$ cat src/rtl/tl_pkg.sv
// Shared TileLink-UL constants and error-bit indices for the in-flight tracker.
package tl_pkg;

  localparam int ERR_W = 8;

  localparam logic [2:0] PUT_FULL    = 3'd0;
  localparam logic [2:0] PUT_PARTIAL = 3'd1;
  localparam logic [2:0] GET         = 3'd4;
  localparam logic [2:0] ACK         = 3'd0;
  localparam logic [2:0] ACK_DATA    = 3'd1;

  typedef enum logic [2:0] {
    ERR_A_SRC_BUSY = 3'd0,
    ERR_D_SRC_IDLE = 3'd1,
    ERR_D_OPCODE   = 3'd2,
    ERR_D_SIZE     = 3'd3,
    ERR_D_BURST    = 3'd4,
    ERR_TIMEOUT    = 3'd5,
    ERR_A_OPCODE   = 3'd6,
    ERR_RESERVED   = 3'd7
  } err_e;

  function automatic logic is_legal_a_opcode(input logic [2:0] op);
    return (op == PUT_FULL) || (op == PUT_PARTIAL) || (op == GET);
  endfunction

endpackage

$ cat src/rtl/tl_trk_watchdog.sv
// No-progress watchdog: counts stalled cycles and raises a single-cycle hit
// once the limit is reached, staying quiet until the clear condition returns.
module tl_trk_watchdog #(
  parameter int TIMEOUT_CYC = 4096
) (
  input  logic clock,
  input  logic reset_n,
  input  logic clear,
  output logic timeout_hit
);

  localparam int CNT_W = (TIMEOUT_CYC > 1) ? $clog2(TIMEOUT_CYC + 1) : 1;
  localparam logic [CNT_W-1:0] LAST_STALL = CNT_W'((TIMEOUT_CYC > 0) ? (TIMEOUT_CYC - 1) : 0);
  localparam logic [CNT_W-1:0] CNT_ONE = CNT_W'(1);

  logic [CNT_W-1:0] stall_cnt;
  logic             fired;

  // The hit lands on the cycle that completes the TIMEOUT_CYC-th stalled cycle.
  assign timeout_hit = (TIMEOUT_CYC != 0) && !clear && !fired && (stall_cnt == LAST_STALL);

  always_ff @(posedge clock or negedge reset_n) begin
    if (!reset_n) begin
      stall_cnt <= '0;
      fired     <= 1'b0;
    end else if (clear) begin
      stall_cnt <= '0;
      fired     <= 1'b0;
    end else if (!fired) begin
      stall_cnt <= stall_cnt + CNT_ONE;
      if (timeout_hit) fired <= 1'b1;
    end
  end

endmodule

$ cat src/rtl/tl_inflight_tracker.sv
// Passive TL-UL scoreboard: records A requests per source ID, checks D responses
// against them, counts outstanding transactions and flags protocol errors.
module tl_inflight_tracker
  import tl_pkg::*;
#(
  parameter int SOURCE_W    = 7,
  parameter int SIZE_W      = 4,
  parameter int BEAT_BYTES  = 4,
  parameter int TIMEOUT_CYC = 4096
) (
  input  logic                clock,
  input  logic                reset_n,
  input  logic                a_valid,
  input  logic                a_ready,
  input  logic [2:0]          a_opcode,
  input  logic [SIZE_W-1:0]   a_size,
  input  logic [SOURCE_W-1:0] a_source,
  input  logic                d_valid,
  input  logic                d_ready,
  input  logic [2:0]          d_opcode,
  input  logic [SIZE_W-1:0]   d_size,
  input  logic [SOURCE_W-1:0] d_source,
  input  logic                err_clear,
  output logic [SOURCE_W:0]   outstanding,
  output logic                err_pulse,
  output logic [ERR_W-1:0]    err_code
);

  localparam int NUM_IDS    = 2 ** SOURCE_W;
  localparam int BEAT_SHIFT = $clog2(BEAT_BYTES);
  localparam int BEAT_W     = 2 ** SIZE_W;
  localparam logic [BEAT_W-1:0] BEAT_ONE = BEAT_W'(1);
  localparam logic [SOURCE_W:0] OUT_ONE  = (SOURCE_W + 1)'(1);

  function automatic logic [BEAT_W-1:0] beats_for(input logic get, input logic [SIZE_W-1:0] sz);
    if (!get || (int'(sz) <= BEAT_SHIFT)) return BEAT_ONE;
    return BEAT_ONE << (int'(sz) - BEAT_SHIFT);
  endfunction

  logic [NUM_IDS-1:0] inflight;
  logic               is_get_tbl [NUM_IDS];
  logic [SIZE_W-1:0]  size_tbl   [NUM_IDS];

  logic                in_burst;
  logic [BEAT_W-1:0]   beats_left;
  logic [SOURCE_W-1:0] burst_src;
  logic [2:0]          burst_op;
  logic [SIZE_W-1:0]   burst_size;
  logic                burst_ign;

  logic [SOURCE_W:0]   outstanding_q;
  logic                err_pulse_q;
  logic [ERR_W-1:0]    err_code_q;

  logic                a_fire, d_fire, first_beat, src_hit;
  logic                a_legal, a_busy, a_alloc, d_last, d_retire;
  logic [SOURCE_W-1:0] retire_src;
  logic [BEAT_W-1:0]   first_beats;
  logic [ERR_W-1:0]    new_bits;
  logic                wd_clear, timeout_hit;

  // Idle-source bursts have no table entry, so their length is taken from the D header itself.
  always_comb begin
    a_fire      = a_valid && a_ready;
    d_fire      = d_valid && d_ready;
    first_beat  = d_fire && !in_burst;
    src_hit     = inflight[d_source];
    first_beats = src_hit ? beats_for(is_get_tbl[d_source], size_tbl[d_source])
                          : beats_for(d_opcode == ACK_DATA, d_size);
    d_last      = in_burst ? (beats_left == BEAT_ONE) : (first_beats == BEAT_ONE);
    d_retire    = d_fire && d_last && (in_burst ? !burst_ign : src_hit);
    retire_src  = in_burst ? burst_src : d_source;
    a_legal     = is_legal_a_opcode(a_opcode);
    a_busy      = inflight[a_source] && !(d_retire && (retire_src == a_source));
    a_alloc     = a_fire && a_legal && !a_busy;
  end

  always_comb begin
    new_bits                 = '0;
    new_bits[ERR_A_SRC_BUSY] = a_fire && a_legal && a_busy;
    new_bits[ERR_A_OPCODE]   = a_fire && !a_legal;
    new_bits[ERR_D_SRC_IDLE] = first_beat && !src_hit;
    new_bits[ERR_D_OPCODE]   = first_beat && src_hit &&
                               (is_get_tbl[d_source] != (d_opcode == ACK_DATA));
    new_bits[ERR_D_SIZE]     = first_beat && src_hit && (d_size != size_tbl[d_source]);
    new_bits[ERR_D_BURST]    = d_fire && in_burst && !burst_ign &&
                               ((d_source != burst_src) || (d_opcode != burst_op) ||
                                (d_size != burst_size));
    new_bits[ERR_TIMEOUT]    = timeout_hit;
  end

  assign wd_clear = d_fire || (outstanding_q == '0);

  tl_trk_watchdog #(
    .TIMEOUT_CYC (TIMEOUT_CYC)
  ) u_watchdog (
    .clock       (clock),
    .reset_n     (reset_n),
    .clear       (wd_clear),
    .timeout_hit (timeout_hit)
  );

  // Retire is applied before allocate so a same-cycle reuse of one ID ends up in flight.
  always_ff @(posedge clock or negedge reset_n) begin
    if (!reset_n) begin
      inflight <= '0;
    end else begin
      if (d_retire) inflight[retire_src] <= 1'b0;
      if (a_alloc)  inflight[a_source]   <= 1'b1;
    end
  end

  always_ff @(posedge clock) begin
    if (a_alloc) begin
      is_get_tbl[a_source] <= (a_opcode == GET);
      size_tbl[a_source]   <= a_size;
    end
  end

  always_ff @(posedge clock or negedge reset_n) begin
    if (!reset_n) begin
      in_burst   <= 1'b0;
      beats_left <= '0;
      burst_src  <= '0;
      burst_op   <= '0;
      burst_size <= '0;
      burst_ign  <= 1'b0;
    end else if (d_fire) begin
      if (!in_burst) begin
        if (!d_last) begin
          in_burst   <= 1'b1;
          beats_left <= first_beats - BEAT_ONE;
          burst_src  <= d_source;
          burst_op   <= d_opcode;
          burst_size <= d_size;
          burst_ign  <= !src_hit;
        end
      end else begin
        beats_left <= beats_left - BEAT_ONE;
        if (d_last) in_burst <= 1'b0;
      end
    end
  end

  always_ff @(posedge clock or negedge reset_n) begin
    if (!reset_n) begin
      outstanding_q <= '0;
    end else begin
      case ({a_alloc, d_retire})
        2'b10:   outstanding_q <= outstanding_q + OUT_ONE;
        2'b01:   outstanding_q <= outstanding_q - OUT_ONE;
        default: outstanding_q <= outstanding_q;
      endcase
    end
  end

  always_ff @(posedge clock or negedge reset_n) begin
    if (!reset_n) begin
      err_pulse_q <= 1'b0;
      err_code_q  <= '0;
    end else begin
      err_pulse_q <= |new_bits;
      err_code_q  <= err_clear ? new_bits : (err_code_q | new_bits);
    end
  end

  assign outstanding = outstanding_q;
  assign err_pulse   = err_pulse_q;
  assign err_code    = err_code_q;

endmodule

$ cat config.mk
export PLATFORM = sky130hd
export DESIGN_NAME = tl_inflight_tracker
export DESIGN_NICKNAME = d
export VERILOG_FILES = /design/src/rtl/tl_pkg.sv /design/src/rtl/tl_trk_watchdog.sv /design/src/rtl/tl_inflight_tracker.sv
export SDC_FILE = /design/constraint.sdc
export NUM_CORES = 1
export LEC_CHECK = 0
export BUFFER_PORTS_ARGS = -buffer_cell sky130_fd_sc_hd__buf_2
export CAP_MARGIN = 20
export CORE_UTILIZATION = 35
export DETAILED_ROUTE_END_ITERATION = 6
export GPL_TIMING_DRIVEN = 0
export PLACE_DENSITY_LB_ADDON = 0.3
export SLEW_MARGIN = 25
export SYNTH_ARGS = -nofsm -noshare
export SYNTH_HDL_FRONTEND = slang
export SYNTH_SLANG_ARGS = --single-unit
export TNS_END_PERCENT = 10
$ cat constraint.sdc
create_clock -name clock -period 15 [get_ports clock]
set_clock_uncertainty 0.15 [all_clocks]
set_input_delay 0.75 -clock clock [delete_from_list [all_inputs] [get_ports clock]]
set_output_delay 0.75 -clock clock [all_outputs]
set_load 0.02 [all_outputs]
* Yosys cells after proc, flatten, opt, wreduce, memory -nomap -nowiden
Memories as Yosys holds them, arrays and structs flattened.
Cells that the tools add are included.
** Operators by class
- $add $sub $neg :: 7
- Multipliers :: 0
- Div/mod/pow operators :: 0
- Magnitude comparators :: 7
- Equality and inequality tests :: 16
- Shift-type cells :: 2
- Multiplexer cells :: 32
- Bitwise operators :: 6
- Reduce and logical (&&, ||, !) cells :: 45
** Operators by type and width (number)
- 128-bit two-way mux :: 2
- 128-bit bitwise AND :: 1
- 128-bit NOT :: 1
- 128-bit OR :: 1
- 16-bit two-way mux :: 7
- 1-bit by 32-bit left shift with 16-bit output, first input constant :: 2
- 16-bit by 1-bit == test with 1-bit output, second input constant :: 2
- 16-bit by 1-bit subtractor with 16-bit output, second input constant :: 2
- 13-bit two-way mux :: 2
- 7-bit by 8-bit < comparator with 1-bit output, second input constant :: 3
- 1-bit logical AND :: 22
- 8-bit case mux with 2 select lines :: 1
- 1-bit binary-select mux with 7-bit select :: 2
- 1-bit demux with 7-bit select :: 2
- 7-bit by 1-bit greater-or-equal comparator with 1-bit output, second input constant :: 2
- 1-bit two-way mux :: 14
- 13-bit by 1-bit adder with 13-bit output, second input constant :: 1
- 13-bit by 12-bit == test with 1-bit output, second input constant :: 1
- 1-bit logical NOT :: 10
- 4-bit by 2-bit subtractor with 5-bit output, second input constant :: 2
- 8-bit by 1-bit adder with 8-bit output, second input constant :: 1
- 4-bit by 2-bit less-or-equal comparator with 1-bit output, second input constant :: 2
- 8-bit logical NOT :: 1
- 8-bit two-way mux :: 1
- other kinds (21) :: 30
** Storage, ports and cells
- Flip-flop bits (word level) :: 191
- Latch bits :: 0
- Bits in writable memories :: 640
- Memory bits (read-only) :: 0
- Word-level logic and storage cells :: 129
- Memories :: 2
** Memory list
- size_tbl :: depth 128, bits a word 4, read ports 1, clocked after memory_dff 0, write ports 1, RTL line tl_inflight_tracker.sv:42 : logic [SIZE_W-1:0] size_tbl [NUM_IDS];
- is_get_tbl :: depth 128, bits a word 1, read ports 1, clocked after memory_dff 0, write ports 1, RTL line tl_inflight_tracker.sv:41 : logic is_get_tbl [NUM_IDS];

* Logic depth before layout (Yosys ltp)
Gate-level depths: netlist of run 1.
- Depth in word-level cells :: 17
- Depth in mapped cells :: 32

* By module
From an unflattened synthesis of run 1, not the netlist that was laid out.
** Second synthesis, totals
- Cell total of the unflattened synthesis :: 2590
- Area, all modules :: 37359.6 sq um
** Modules (own cells, without submodules)
- tl_inflight_tracker :: instances 1, cells an instance 2523, area each 36635.1 sq um, seq. area each 23622.7 sq um
- tl_trk_watchdog :: instances 1, cells an instance 67, area each 724.4 sq um, seq. area each 350.3 sq um

* Worst setup path before layout of run 1
OpenSTA, ideal clock, no wires.
- Path kind :: input to register
- From :: in a_opcode[1]
- To :: mem is_get_tbl[0], data pin
- Data arrival time :: 5954 ps
- Required time :: 13632 ps
- Slack :: 7678 ps
- Cell stages on the path :: 1
- Buffers on the path :: 0
- Path through :: nor3b_1
** On the way
- Word-level cells in the longest chain between the ends :: 1
** Ends and longest elaborated chain
- from (decl) :: RTL line tl_inflight_tracker.sv:15 : input logic [2:0] a_opcode,
- 3-bit == test :: RTL line tl_inflight_tracker.sv:115 : is_get_tbl[a_source] <= (a_opcode == GET);
- to (decl) :: RTL line tl_inflight_tracker.sv:41
No other way between the ends.

* Worst setup path in the final report of run 1
- From :: in d_source[3]
- To :: reg outstanding_q[7], in the netlist outstanding[7]
** On the way
- Word-level cells in the longest chain between the ends :: 17
** Ends and longest elaborated chain
- from (decl) :: RTL line tl_inflight_tracker.sv:22 : input logic [SOURCE_W-1:0] d_source,
- memory read 128 x 4 bit or memory read 128 x 1 bit (tied branches)
- 4-bit by 2-bit less-or-equal comparator with 1-bit output or 1-bit logical NOT (tied branches) :: RTL line tl_inflight_tracker.sv:36 : if (!get || (int'(sz) <= BEAT_SHIFT)) return BEAT_ONE;
- 1-bit logical OR :: RTL line tl_inflight_tracker.sv:36
- 1-bit two-way mux :: RTL line tl_inflight_tracker.sv:36
- 16-bit two-way mux :: RTL line tl_inflight_tracker.sv:37 : return BEAT_ONE << (int'(sz) - BEAT_SHIFT);
- 16-bit two-way mux :: RTL line tl_inflight_tracker.sv:68 : first_beats = src_hit ? beats_for(is_get_tbl[d_source], size_tbl[d_source])
- 16-bit by 1-bit == test with 1-bit output :: RTL line tl_inflight_tracker.sv:70 : d_last = in_burst ? (beats_left == BEAT_ONE) : (first_beats == BEAT_ONE);
- 1-bit two-way mux :: RTL line tl_inflight_tracker.sv:70
- 1-bit logical AND (2 in a row) :: RTL line tl_inflight_tracker.sv:71 : d_retire = d_fire && d_last && (in_burst ? !burst_ign : src_hit);
- 1-bit logical AND :: RTL line tl_inflight_tracker.sv:74 : a_busy = inflight[a_source] && !(d_retire && (retire_src == a_source));
- 1-bit logical NOT :: RTL line tl_inflight_tracker.sv:74
- 1-bit logical AND :: RTL line tl_inflight_tracker.sv:74
- 1-bit logical NOT :: RTL line tl_inflight_tracker.sv:75 : a_alloc = a_fire && a_legal && !a_busy;
- 1-bit logical AND :: RTL line tl_inflight_tracker.sv:75
- 2-bit by 1-bit == test with 1-bit output or 2-bit == test (tied branches) :: RTL line tl_inflight_tracker.sv:149 : case ({a_alloc, d_retire})
- 8-bit case mux with 2 select lines or 2-bit nonzero test (tied branches)
- to (signal assigned) :: RTL line tl_inflight_tracker.sv:150 : 2'b10: outstanding_q <= outstanding_q + OUT_ONE;
- to (signal assigned) :: RTL line tl_inflight_tracker.sv:151 : 2'b01: outstanding_q <= outstanding_q - OUT_ONE;
- to (signal assigned) :: RTL line tl_inflight_tracker.sv:152 : default: outstanding_q <= outstanding_q;
- to (decl) :: RTL line tl_inflight_tracker.sv:51 : logic [SOURCE_W:0] outstanding_q;
Parallel ways exist; a longest one is shown, timed or not. The select of a mux whose other input is x is not followed.
A chain may end at the register's enable or synchronous reset.

==> out/qor.tcl, run 1 <==
set qor(post_synth_num_cell_types) 82
set qor(critical_path_buf_inv_count) 6
set qor(floorplan.initialDensity_pct) 35.4
set qor(die_area_um2) 106000
set qor(cpLargestDelayFamily) {buffers and inverters}
set qor(timing.critical_path.depth) 29
set qor(antenna_violating_nets_post_route) 0
set qor(ys_dominant_reg_cell) {edfxtp_1}
set qor(cp_data_required_time_ns) 15.37
set qor(setup-tns-final_ns) 0
set qor(status) {finished clean}
set qor(tritoncts) {yes}
set qor(number_of_enable_type_register_cells_in_the_synthesized_netlist) 640
set qor(ctsResizeCount) 0
set qor(grt_pass1_wl_um) 174000
set qor(first_global_vias) 23700
set qor(vias_per_cell) 5.93
set qor(number_of_port_buffers) 39
set qor(setup_viol) 0
set qor(die_height_um) 326
set qor(detail_route.iter0.violations) 3587
set qor(design.portCount) 52
set qor(clkLatencyLatePin_ns) 0.69
set qor(max_clock_freq_mhz) 108
set qor(powerDensity_nw_per_um2) 130
set qor(areaGrowthSynthToFinish_pct) 14.4
set qor(ys.warnings.count) 0
set qor(ctsHtreeMaxLevel) 3
set qor(clk_pin_slew_ns) 0.06
set qor(cp_slowest_cell) {buf_1}
set qor(average_instance_area_after_synthesis_um2) 15.4
set qor(grt.overflow.total) 0
set qor(cellLeakagePower_nw) 13.9
set qor(area_of_all_placed_cells_without_fillers_um2) 42000
set qor(synth_nets) 2431
set qor(finish.net_count) 2580
set qor(coreArea_um2) 104000
set qor(crit_path_start_kind) {primary input}
set qor(grt_util_overall_pct) 22.8
set qor(report.power.total_mw) 5.47
set qor(startpoint) {d_source[3]}
set qor(finalCriticalPeriod_ns) 9.25
set qor(timing_hold_violations_final) 0
set qor(dpl_cell_area_um2) 39000
set qor(worstReg2RegStart) {size_tbl[95][2]}
set qor(slew_of_the_pin_with_the_lowest_slew_margin_ns) 1.19
set qor(grt_max_degree) 88
set qor(drt_drc_violations_left) 0
set qor(drv_cap) 0
set qor(total_routed_wirelength_um) 122000
set qor(vdd.ir_drop.worst_mv) 0.108
set qor(cts_sinks) 830
set qor(timing.setup.critical_path_class) {primary input to flip-flop}
set qor(multi_input_area_um2) 12000
set qor(worst-path-max-fanout) 10
set qor(final.period_utilization_pct) 61.7
set qor(cp-endpoint) {outstanding[7]}
set qor(critical_path.max_stage_delay_ns) 0.86
set qor(rsz0062_at_grt) {false}
set qor(cts-buffers-inserted) 88
set qor(antenna_found_initial) 6
set qor(min-delay-path-class) {primary input to flip-flop}
set qor(filler_cell_count) 9465
set qor(postSynth.asyncResetShare_pct) 22.9
set qor(routed_wire_length_per_instance_um) 30.5
set qor(synth_sequential_area_ratio_pct) 65.3
set qor(finalMaxSlewViolations) 0
set qor(die_x_um) 326
set qor(timing.critical_path.arrival_ns) 9.63
set qor(rows) 118
set qor(r2r_setup_slack_ns) 7.47
set qor(clock_tree.root_cell) {clkbuf_16}
set qor(mappedNetlistArea_um2) 36700
set qor(place.gp.congestion) 0.976
set qor(timing.critical_path.to_type) {flip-flop}
set qor(hold_buffers) 1
set qor(cts-root-to-sink-buffers) 3
set qor(detailed_place_hpwl_um) 83400
set qor(maxSlewHeadroom_pct) 20.5
set qor(cts_setup_buffers) 0
set qor(timing.rr.end) {outstanding[7]}
set qor(syn-instance-count) 2383
set qor(synth.ff_latch_count) 830
set qor(critical_path.most_common_cell) {o21ai_0}
set qor(drt_pre_antenna_iters) 6
set qor(reg2reg_depth) 27
set qor(layout-drive-gt1-share_pct) 19.8
set qor(register_area_um2) 24000
set qor(vias) 23600
-- worst min path at each step --
stage                startpoint             to  slack (ns)  cells after the start
finish                err_clear    err_code[4]        0.21                      2
global route          err_clear    err_code[4]        0.21                      2
CTS                   err_clear    err_code[4]        0.19                      2
detailed placement  err_code[1]    err_code[1]        0.32                      1
global placement    err_code[5]    err_code[5]        0.32                      1
floorplan               reset_n  beats_left[0]        0.30                      0
-- power breakdown --
group	leakage [nW]	internal, mW	switching (mW)	total (mW)
Clock	1.45	1.29	0.952	2.25
Sequential	8.09	2.53	0.0532	2.58
Combinational	4.35	0.215	0.423	0.638
Total	13.9	4.04	1.43	5.47
-- flip-flops by register name, indices dropped and copies added (netlist names) --
register              count
err_pulse                 1
burst_src                 7
size_tbl                512
in_burst                  1
beats_left               16
u_watchdog.fired          1
err_code                  7
is_get_tbl              128
burst_size                4
burst_op                  3
inflight                128
outstanding               8
burst_ign                 1
u_watchdog.stall_cnt     13
-- synthesized netlist by cell type (11+ instances only) --
| cell type | number | area, um^2 |
|---|---|---|
| a21oi_1 | 38 | 190 |
| a22oi_1 | 32 | 240 |
| and3_1 | 11 | 68.8 |
| buf_1 | 21 | 78.8 |
| buf_2 | 33 | 165 |
| clkbuf_1 | 91 | 342 |
| dfrtp_1 | 190 | 4750 |
| edfxtp_1 | 640 | 19200 |
| ha_1 | 13 | 163 |
| inv_1 | 26 | 97.6 |
| mux2_1 | 11 | 124 |
| mux2_2 | 25 | 282 |
| mux2i_1 | 79 | 791 |
| mux4_2 | 218 | 4910 |
| nand2_1 | 109 | 409 |
| nand2b_1 | 14 | 87.6 |
| nand3_1 | 41 | 205 |
| nor2_1 | 208 | 781 |
| nor2b_1 | 18 | 113 |
| nor3_1 | 17 | 85.1 |
| o21ai_0 | 92 | 460 |
| o21ai_1 | 189 | 946 |
| o31ai_1 | 27 | 203 |
| xnor2_1 | 30 | 263 |
| xor2_1 | 28 | 245 |
-- cell families (layout without fill, tap and decap cells) --
family                   Yosys count  in the layout  share of synthesized area, %
buffers and inverters            187            412                          2.21
AO/OA/AOI/OAI                    478            478                          7.94
other                              1              2                        0.0102
XOR/XNOR                          58             58                          1.38
multiplexers                     333            333                          16.6
adder cells (fa/ha/maj)           13             13                         0.443
flip-flops                       830            830                          65.3
AND/OR/NAND/NOR                  483            483                          6.11
-- layout make-up --
| cell class | instances | share of cell area [%] |
|---|---|---|
| flip-flops and latches | 830 | 57.1 |
| multi-input cells | 1366 | 28.5 |
| clock buffers | 116 | 5.71 |
| well taps | 1380 | 4.11 |
| plain buffers | 159 | 1.74 |
| clock inverters | 50 | 1.38 |
| repair buffers | 59 | 1.25 |
| inverters | 28 | 0.250 |
| diodes | 1 | 0.00596 |
-- layer usage --
| layer | wire [um] | global-route usage, % | up-vias |
|---|---|---|---|
| met1 | 49700 | 31.3 | 12300 |
| met5 | 57 | 0 | - |
| met4 | 4410 | 7.98 | 8 |
| li1 | - | - | 9689 |
| met2 | 56600 | 36.0 | 1337 |
| met3 | 10800 | 4.49 | 265 |
-- cell usage in the layout (no fill, tap or decap), types with 79 or more instances in the layout --
cell type,Yosys,final
o21ai_0,92,92
clkbuf_1,91,99
clkbuf_16,0,89
mux2i_1,79,79
nor2_1,208,207
nand2_1,109,109
dfrtp_1,190,190
edfxtp_1,640,640
o21ai_1,189,189
mux4_2,218,218
-- through the flow --
step / cells / util [%] / hold slack, ns / worst slack, ns
after floorplan: 2383 / - / 0.304 / 7.68
after global placement: 3802 / 37.2 / 0.315 / 2.33
after detailed placement: 3820 / 37.6 / 0.319 / 5.29
after CTS: 3987 / 40.4 / 0.186 / 5.93
after global routing: 3989 / 40.5 / 0.206 / 5.27
final: 3989 / 40.5 / 0.210 / 5.75
Note: power is estimated with default switching activity, not from simulation.
==> inputs of run 2 (changes only) <==
==> constraint.sdc (replaced) <==
create_clock -name clock -period 9.5 [get_ports clock]
set_clock_uncertainty 0.15 [all_clocks]
set_input_delay 0.475 -clock clock [delete_from_list [all_inputs] [get_ports clock]]
set_output_delay 0.475 -clock clock [all_outputs]
set_load 0.02 [all_outputs]
==> run 2 against run 1 <==
Sequential power up 58%. Register-to-register slack got worse by 5.5 ns. First-iteration DRC count shrank 4.0%. Power rose by 58%. Via count increased by 0.28%. Clock power grew 58%. Critical path depth did not move. Critical endpoint unchanged. Largest cell class unchanged. Non-clock buffer count up 7.
==> out/qor.tcl, run 2 (same netlist as run 1, synthesis figures left out) <==
set qor(status) {finished clean}
set qor(die_height_um) 326 ;# unchanged
set qor(cts_setup_buffers) 0 ;# unchanged
set qor(layout-drive-gt1-share_pct) 19.8 ;# -0.053 points
set qor(final_common_cell) {edfxtp_1}
set qor(vias_per_cell) 5.93 ;# +0.10%
set qor(ctsHtreeMaxLevel) 3 ;# unchanged
set qor(detailed_place_hpwl_um) 83400 ;# unchanged
set qor(timing.critical_path.to_type) {flip-flop}
set qor(powerDensity_nw_per_um2) 205 ;# +58%
set qor(number_of_port_buffers) 39 ;# unchanged
set qor(crit_path_start_kind) {primary input}
set qor(die_area_um2) 106000 ;# unchanged
set qor(areaGrowthSynthToFinish_pct) 14.5
set qor(number_of_flip_flops_under_the_largest_register_name) 512 ;# unchanged
set qor(max_flop_register) {size_tbl}
set qor(vias) 23700 ;# +0.28%
set qor(reg2reg_depth) 27 ;# unchanged
set qor(max_clock_freq_mhz) 111
set qor(grt_max_degree) 88 ;# unchanged
set qor(timing.critical_path.arrival_ns) 9.35 ;# -0.28 ns
set qor(critical_path.most_common_cell) {o21ai_0}
set qor(timing_hold_violations_final) 0 ;# unchanged
set qor(clock_tree.root_cell) {clkbuf_16}
set qor(worst-path-max-fanout) 10 ;# unchanged
set qor(die_x_um) 326 ;# unchanged
set qor(r2r_setup_slack_ns) 1.97 ;# -5.50 ns
set qor(dpl_cell_area_um2) 39000 ;# unchanged
set qor(worstReg2RegStart) {size_tbl[95][2]}
set qor(hold_path_startpoint) {a_opcode[1]}
set qor(grt_pass1_wl_um) 174000 ;# about the same
set qor(holdPathEnd) {is_get_tbl[6]}
set qor(antenna_found_initial) 6 ;# unchanged
set qor(cp_data_required_time_ns) 9.88 ;# -5.49 ns
set qor(finish.net_count) 2587 ;# +0.27%
set qor(critical_path.max_stage_delay_ns) 0.88 ;# +0.02 ns
set qor(grt_util_overall_pct) 22.8 ;# about the same
set qor(layout_common_cells) {edfxtp_1, mux4_2, nor2_1}
set qor(drt_drc_violations_left) 0 ;# unchanged
set qor(tritoncts) {yes}
set qor(routed_wire_length_per_instance_um) 30.4 ;# -0.12%
set qor(slew_of_the_pin_with_the_lowest_slew_margin_ns) 1.20 ;# +0.00987 ns
set qor(area_of_all_placed_cells_without_fillers_um2) 42100 ;# +0.17%
set qor(rows) 118 ;# unchanged
set qor(ctsResizeCount) 0 ;# unchanged
set qor(largest_registers) {size_tbl x512, inflight x128, is_get_tbl x128}
set qor(cts-root-to-sink-buffers) 3 ;# unchanged
set qor(cp_slowest_cell) {buf_1}
set qor(clk_pin_slew_ns) 0.06 ;# about the same
set qor(grt.overflow.total) 0 ;# unchanged
set qor(drt_pre_antenna_iters) 6 ;# unchanged
set qor(finalCriticalPeriod_ns) 8.97
set qor(floorplan.initialDensity_pct) 35.4 ;# unchanged
set qor(detail_route.iter0.violations) 3443 ;# -4.0%
set qor(maxSlewHeadroom_pct) 19.8 ;# -0.66 points
set qor(worst_hold_path.num_cells) 2 ;# unchanged
set qor(timing.setup.critical_path_class) {primary input to flip-flop}
set qor(finalMaxSlewViolations) 0 ;# unchanged
set qor(cellLeakagePower_nw) 13.9 ;# +0.21%
set qor(timing.rr.end) {outstanding[7]}
set qor(total_routed_wirelength_um) 122000 ;# about the same
set qor(cts_sinks) 830 ;# unchanged
set qor(min-delay-path-class) {primary input to flip-flop}
set qor(clkLatencyLatePin_ns) 0.68 ;# about the same
set qor(place.gp.congestion) 0.976 ;# unchanged
set qor(vdd.ir_drop.worst_mv) 0.170 ;# +58%
set qor(antenna_violating_nets_post_route) 0 ;# unchanged
set qor(design.portCount) 52 ;# unchanged
set qor(setup-tns-final_ns) 0 ;# unchanged
set qor(drv_cap) 0 ;# unchanged
set qor(setup_viol) 0 ;# unchanged
set qor(final.period_utilization_pct) 94.4
set qor(coreArea_um2) 104000 ;# unchanged
set qor(hold_buffers) 8 ;# +7
set qor(fin_hold_ws_ns) 0.0372 ;# -0.173 ns
set qor(rsz0062_at_grt) {false}
set qor(first_global_vias) 23700 ;# +0.14%
set qor(cts-buffers-inserted) 88 ;# unchanged
## run 2: cell count changes in the layout (fill, tap and decap cells not counted), sizes merged
cell | previous run | this run
dlygate4sd3 | 1 | 8
## run 2: per-layer routing
| layer | part of all wire [%] | vias to the layer above | track usage [%] |
|---|---|---|---|
| met3 | 8.6 | 291 | 4.48 |
| met2 | 46 | 1321 | 36.0 |
| met1 | 41 | 12400 | 31.4 |
| met4 | 3.7 | 8 | 7.98 |
| li1 | - | 9702 | - |
| met5 | 0.047 | - | 0 |
## run 2: cell type report
type,instances,area (um^2)
Sequential cell,830,24000
Fill cell,9461,61700
Inverter,28,105
Timing Repair Buffer,66,593
Buffer,159,729
Tap cell,1380,1730
Clock inverter,50,581
Antenna cell,1,2.50
Multi-Input combinational cell,1366,12000
Clock buffer,116,2400
## run 2: power breakdown
| group | total (mW) | internal [mW] | switching (mW) |
|---|---|---|---|
| clock | 3.55 | 2.04 | 1.51 |
| combinational | 1.01 | 0.341 | 0.669 |
| sequential | 4.08 | 4.00 | 0.0844 |
| total | 8.64 | 6.38 | 2.26 |
## run 2: metrics by stage
step / setup slack (ns) / power [mW] / util (%) / instances
final: 0.529 / 8.64 / 40.5 / 3996
after global routing: 0.0489 / 8.87 / 40.5 / 3996
after CTS: 0.707 / 8.65 / 40.5 / 3994
after detailed placement: 0.0638 / 5.14 / 37.6 / 3820
after global placement: -2.89 / 5.12 / 37.2 / 3802
after floorplan: 2.45 / 4.74 / - / 2383
## run 2: worst max-delay path by stage
stage | start | end | slack [ns] | cells past startpoint
5_1_grt | d_source[3] | outstanding[6] | 0.05 | 27
3_3_place_gp | a_opcode[0] | is_get_tbl[124] | -2.89 | 2
6_report | d_source[3] | outstanding[7] | 0.53 | 29
4_1_cts | d_source[3] | outstanding[6] | 0.71 | 27
2_1_floorplan | a_opcode[1] | is_get_tbl[0] | 2.45 | 1
3_5_place_dp | d_source[3] | outstanding[6] | 0.06 | 27
## run 2: worst max-delay path, delay by kind of cell
kind	cells	cell delay [ns]
adders and majority gates	3	0.81
buffers and inverters	6	3.61
xor gates and xnor gates	1	0.13
muxes	2	1.10
and+or+nand+nor	7	1.09
AOI/OAI and AO/OA	10	2.07
==> inputs of run 3 (changes only) <==
--- a/config.mk
+++ b/config.mk
@@ -5,10 +5,10 @@
 export SDC_FILE = /design/constraint.sdc
 export NUM_CORES = 1
 export LEC_CHECK = 0
-export BUFFER_PORTS_ARGS = -buffer_cell sky130_fd_sc_hd__buf_2
 export CAP_MARGIN = 20
 export CORE_UTILIZATION = 35
 export DETAILED_ROUTE_END_ITERATION = 6
+export DONT_BUFFER_PORTS = 1
 export GPL_TIMING_DRIVEN = 0
 export PLACE_DENSITY_LB_ADDON = 0.3
 export SLEW_MARGIN = 25
==> run 3 against run 2 <==
Flip-flop and latch count stayed put. Critical path depth stayed put. Utilization is 0.29 points lower. Critical path type unchanged. Largest cell class unchanged. Largest power group unchanged.
==> out/qor.tcl, run 3 (same netlist as run 1, synthesis figures left out) <==
set qor(grt_util_overall_pct) 22.2 ;# -0.58 points
set qor(antenna-diode-count) 0 ;# -1
set qor(finish.cell_count_without_fillers) 3953 ;# -1.1%
set qor(maxSlewHeadroom_pct) 21.9 ;# +2.1 points
set qor(number_of_port_buffers) 0 ;# -100%
set qor(min-delay-path-class) {primary input to flip-flop}
set qor(final_core_util_pct) 40.2 ;# -0.29 points
set qor(ctsHtreeMaxLevel) 3 ;# unchanged
set qor(setup-tns-final_ns) 0 ;# unchanged
set qor(cellLeakagePower_nw) 13.7 ;# -1.7%
set qor(worstReg2RegStart) {size_tbl[43][2]}
set qor(filler_cell_count) 9396 ;# -0.69%
set qor(timing_hold_violations_final) 0 ;# unchanged
set qor(grt.overflow.total) 0 ;# unchanged
set qor(cts-root-to-sink-buffers) 3 ;# unchanged
set qor(status) {finished clean}
set qor(rsz0062_at_grt) {false}
set qor(total_routed_wirelength_um) 119000 ;# -2.4%
set qor(reg2reg_depth) 27 ;# unchanged
set qor(tritoncts) {yes}
set qor(finalMaxSlewViolations) 0 ;# unchanged
set qor(design.portCount) 52 ;# unchanged
set qor(fin_hold_ws_ns) 0.0327 ;# -0.00446 ns
set qor(finalCriticalPeriod_ns) 8.37 ;# -0.599 ns
set qor(layout_common_cells) {edfxtp_1, mux4_2, nor2_1}
set qor(detailed_place_hpwl_um) 80200 ;# -3.9%
set qor(first_global_vias) 23400 ;# -1.3%
set qor(final.period_utilization_pct) 88.1 ;# -6.3 points
set qor(crit_path_start_kind) {primary input}
set qor(worst_hold_path.num_cells) 2 ;# unchanged
set qor(detail_route.iter0.violations) 3456 ;# +0.38%
set qor(cts-buffers-inserted) 87 ;# -1.1%
set qor(cts_sinks) 830 ;# unchanged
set qor(numPlacedInstances) 3774 ;# -1.2%
set qor(floorplan.initialDensity_pct) 35.4 ;# unchanged
set qor(cp-endpoint) {outstanding[7]}
set qor(drt_drc_violations_left) 0 ;# unchanged
set qor(timing.setup.critical_path_class) {primary input to flip-flop}
set qor(hold_path_startpoint) {a_opcode[1]}
set qor(max_flop_register) {size_tbl}
set qor(drt_pre_antenna_iters) 6 ;# unchanged
set qor(startpoint) {d_source[3]}
set qor(vdd.ir_drop.worst_mv) 0.137 ;# -19%
set qor(number_of_flip_flops_under_the_largest_register_name) 512 ;# unchanged
set qor(grt_max_degree) 191 ;# +120%
set qor(timing.rr.end) {outstanding[7]}
set qor(hold_buffers) 17 ;# +9
set qor(setup_viol) 0 ;# unchanged
set qor(clk_pin_slew_ns) 0.06 ;# about the same
set qor(multi_input_area_um2) 12000 ;# about the same
set qor(final_common_cell) {edfxtp_1}
set qor(vias) 23600 ;# -0.51%
set qor(die_height_um) 326 ;# unchanged
set qor(routed_wire_length_per_instance_um) 30.0 ;# -1.4%
set qor(timing.critical_path.to_type) {flip-flop}
set qor(r2r_setup_slack_ns) 2.17 ;# +0.20 ns
set qor(slew_of_the_pin_with_the_lowest_slew_margin_ns) 1.17 ;# -0.0311 ns
set qor(antenna_found_initial) 2 ;# -4
set qor(clock_tree.root_cell) {clkbuf_16}
set qor(coreArea_um2) 104000 ;# unchanged
set qor(place.gp.congestion) 1.01 ;# +3.6%
set qor(powerDensity_nw_per_um2) 204 ;# -0.70%
set qor(worst-path-max-fanout) 10 ;# unchanged
set qor(die_x_um) 326 ;# unchanged
set qor(critical_path.max_stage_delay_ns) 0.84 ;# -0.04 ns
set qor(clkLatencyLatePin_ns) 0.68 ;# about the same
set qor(register_area_um2) 24000 ;# unchanged
set qor(area_of_all_placed_cells_without_fillers_um2) 41800 ;# -0.73%
set qor(dpl_cell_area_um2) 38600 ;# -1.0%
set qor(cp_slowest_cell) {clkbuf_1}
set qor(drv_cap) 0 ;# unchanged
set qor(pre_cts_slack_ns) 0.279 ;# +0.216 ns
set qor(report.power.total_mw) 8.52 ;# -1.4%
set qor(max_clock_freq_mhz) 119 ;# +7.1%
set qor(vias_per_cell) 5.97 ;# +0.58%
set qor(antenna_violating_nets_post_route) 0 ;# unchanged
set qor(finish.net_count) 2550 ;# -1.4%
set qor(die_area_um2) 106000 ;# unchanged
set qor(grt_pass1_wl_um) 170000 ;# -2.3%
set qor(rows) 118 ;# unchanged
set qor(cp_data_required_time_ns) 9.88 ;# about the same
set qor(timing.critical_path.arrival_ns) 8.75 ;# -0.60 ns
set qor(ctsResizeCount) 0 ;# unchanged
set qor(largest_registers) {size_tbl x512, inflight x128, is_get_tbl x128}
set qor(layout-drive-gt1-share_pct) 18.1 ;# -1.7 points
set qor(final.setup.worst_slack_ns) 1.13 ;# +0.599 ns
set qor(areaGrowthSynthToFinish_pct) 13.7
set qor(cts_setup_buffers) 0 ;# unchanged
## run 3: cell types whose count changed in the layout (fill, tap and decap cells not counted), sizes merged
cell / previous run / this run
clkinvlp: 2 / 3
buf: 126 / 86
clkbuf: 207 / 204
clkinv: 38 / 34
diode: 1 / 0
bufinv: 9 / 8
inv: 29 / 30
dlygate4sd3: 8 / 12
## run 3: worst min-delay path by stage
stage	slack (ns)	endpoint
6_report	0.03	err_code[6]
5_1_grt	0.06	is_get_tbl[74]
4_1_cts	0.01	err_code[0]
3_5_place_dp	0.05	inflight[88]
3_3_place_gp	0.05	inflight[93]
2_1_floorplan	0.03	beats_left[0]
## run 3: layout make-up
type / count / share of cell area [%]
flip-flops and latches: 830 / 57.4
multi-input cells: 1366 / 28.6
clock buffers: 113 / 5.64
well taps: 1380 / 4.13
plain buffers: 159 / 1.74
clock inverters: 47 / 1.25
repair buffers: 30 / 0.944
inverters: 28 / 0.252
## run 3: power by group
group | total (mW) | switching [mW] | internal, mW
sequential | 4.11 | 0.112 | 4.00
clock | 3.47 | 1.49 | 1.98
combinational | 0.941 | 0.617 | 0.324
total | 8.52 | 2.22 | 6.30
## run 3: metal layers
metal	GRT usage, %	vias up	share of wire [%]
li1	-	9617	-
met1	29.9	12300	39
met2	35.2	1400	47
met3	5.41	243	11
met4	7.34	2	3.4
met5	0	-	0.011
## run 3: worst max-delay path: cells and delay by family
kind,cells,cell delay [ns]
adders and majority gates,3,0.80
xor gates and xnor gates,1,0.13
AOI/OAI and AO/OA,10,1.97
buffers and inverters,6,3.29
muxes,2,0.99
and+or+nand+nor,7,1.04
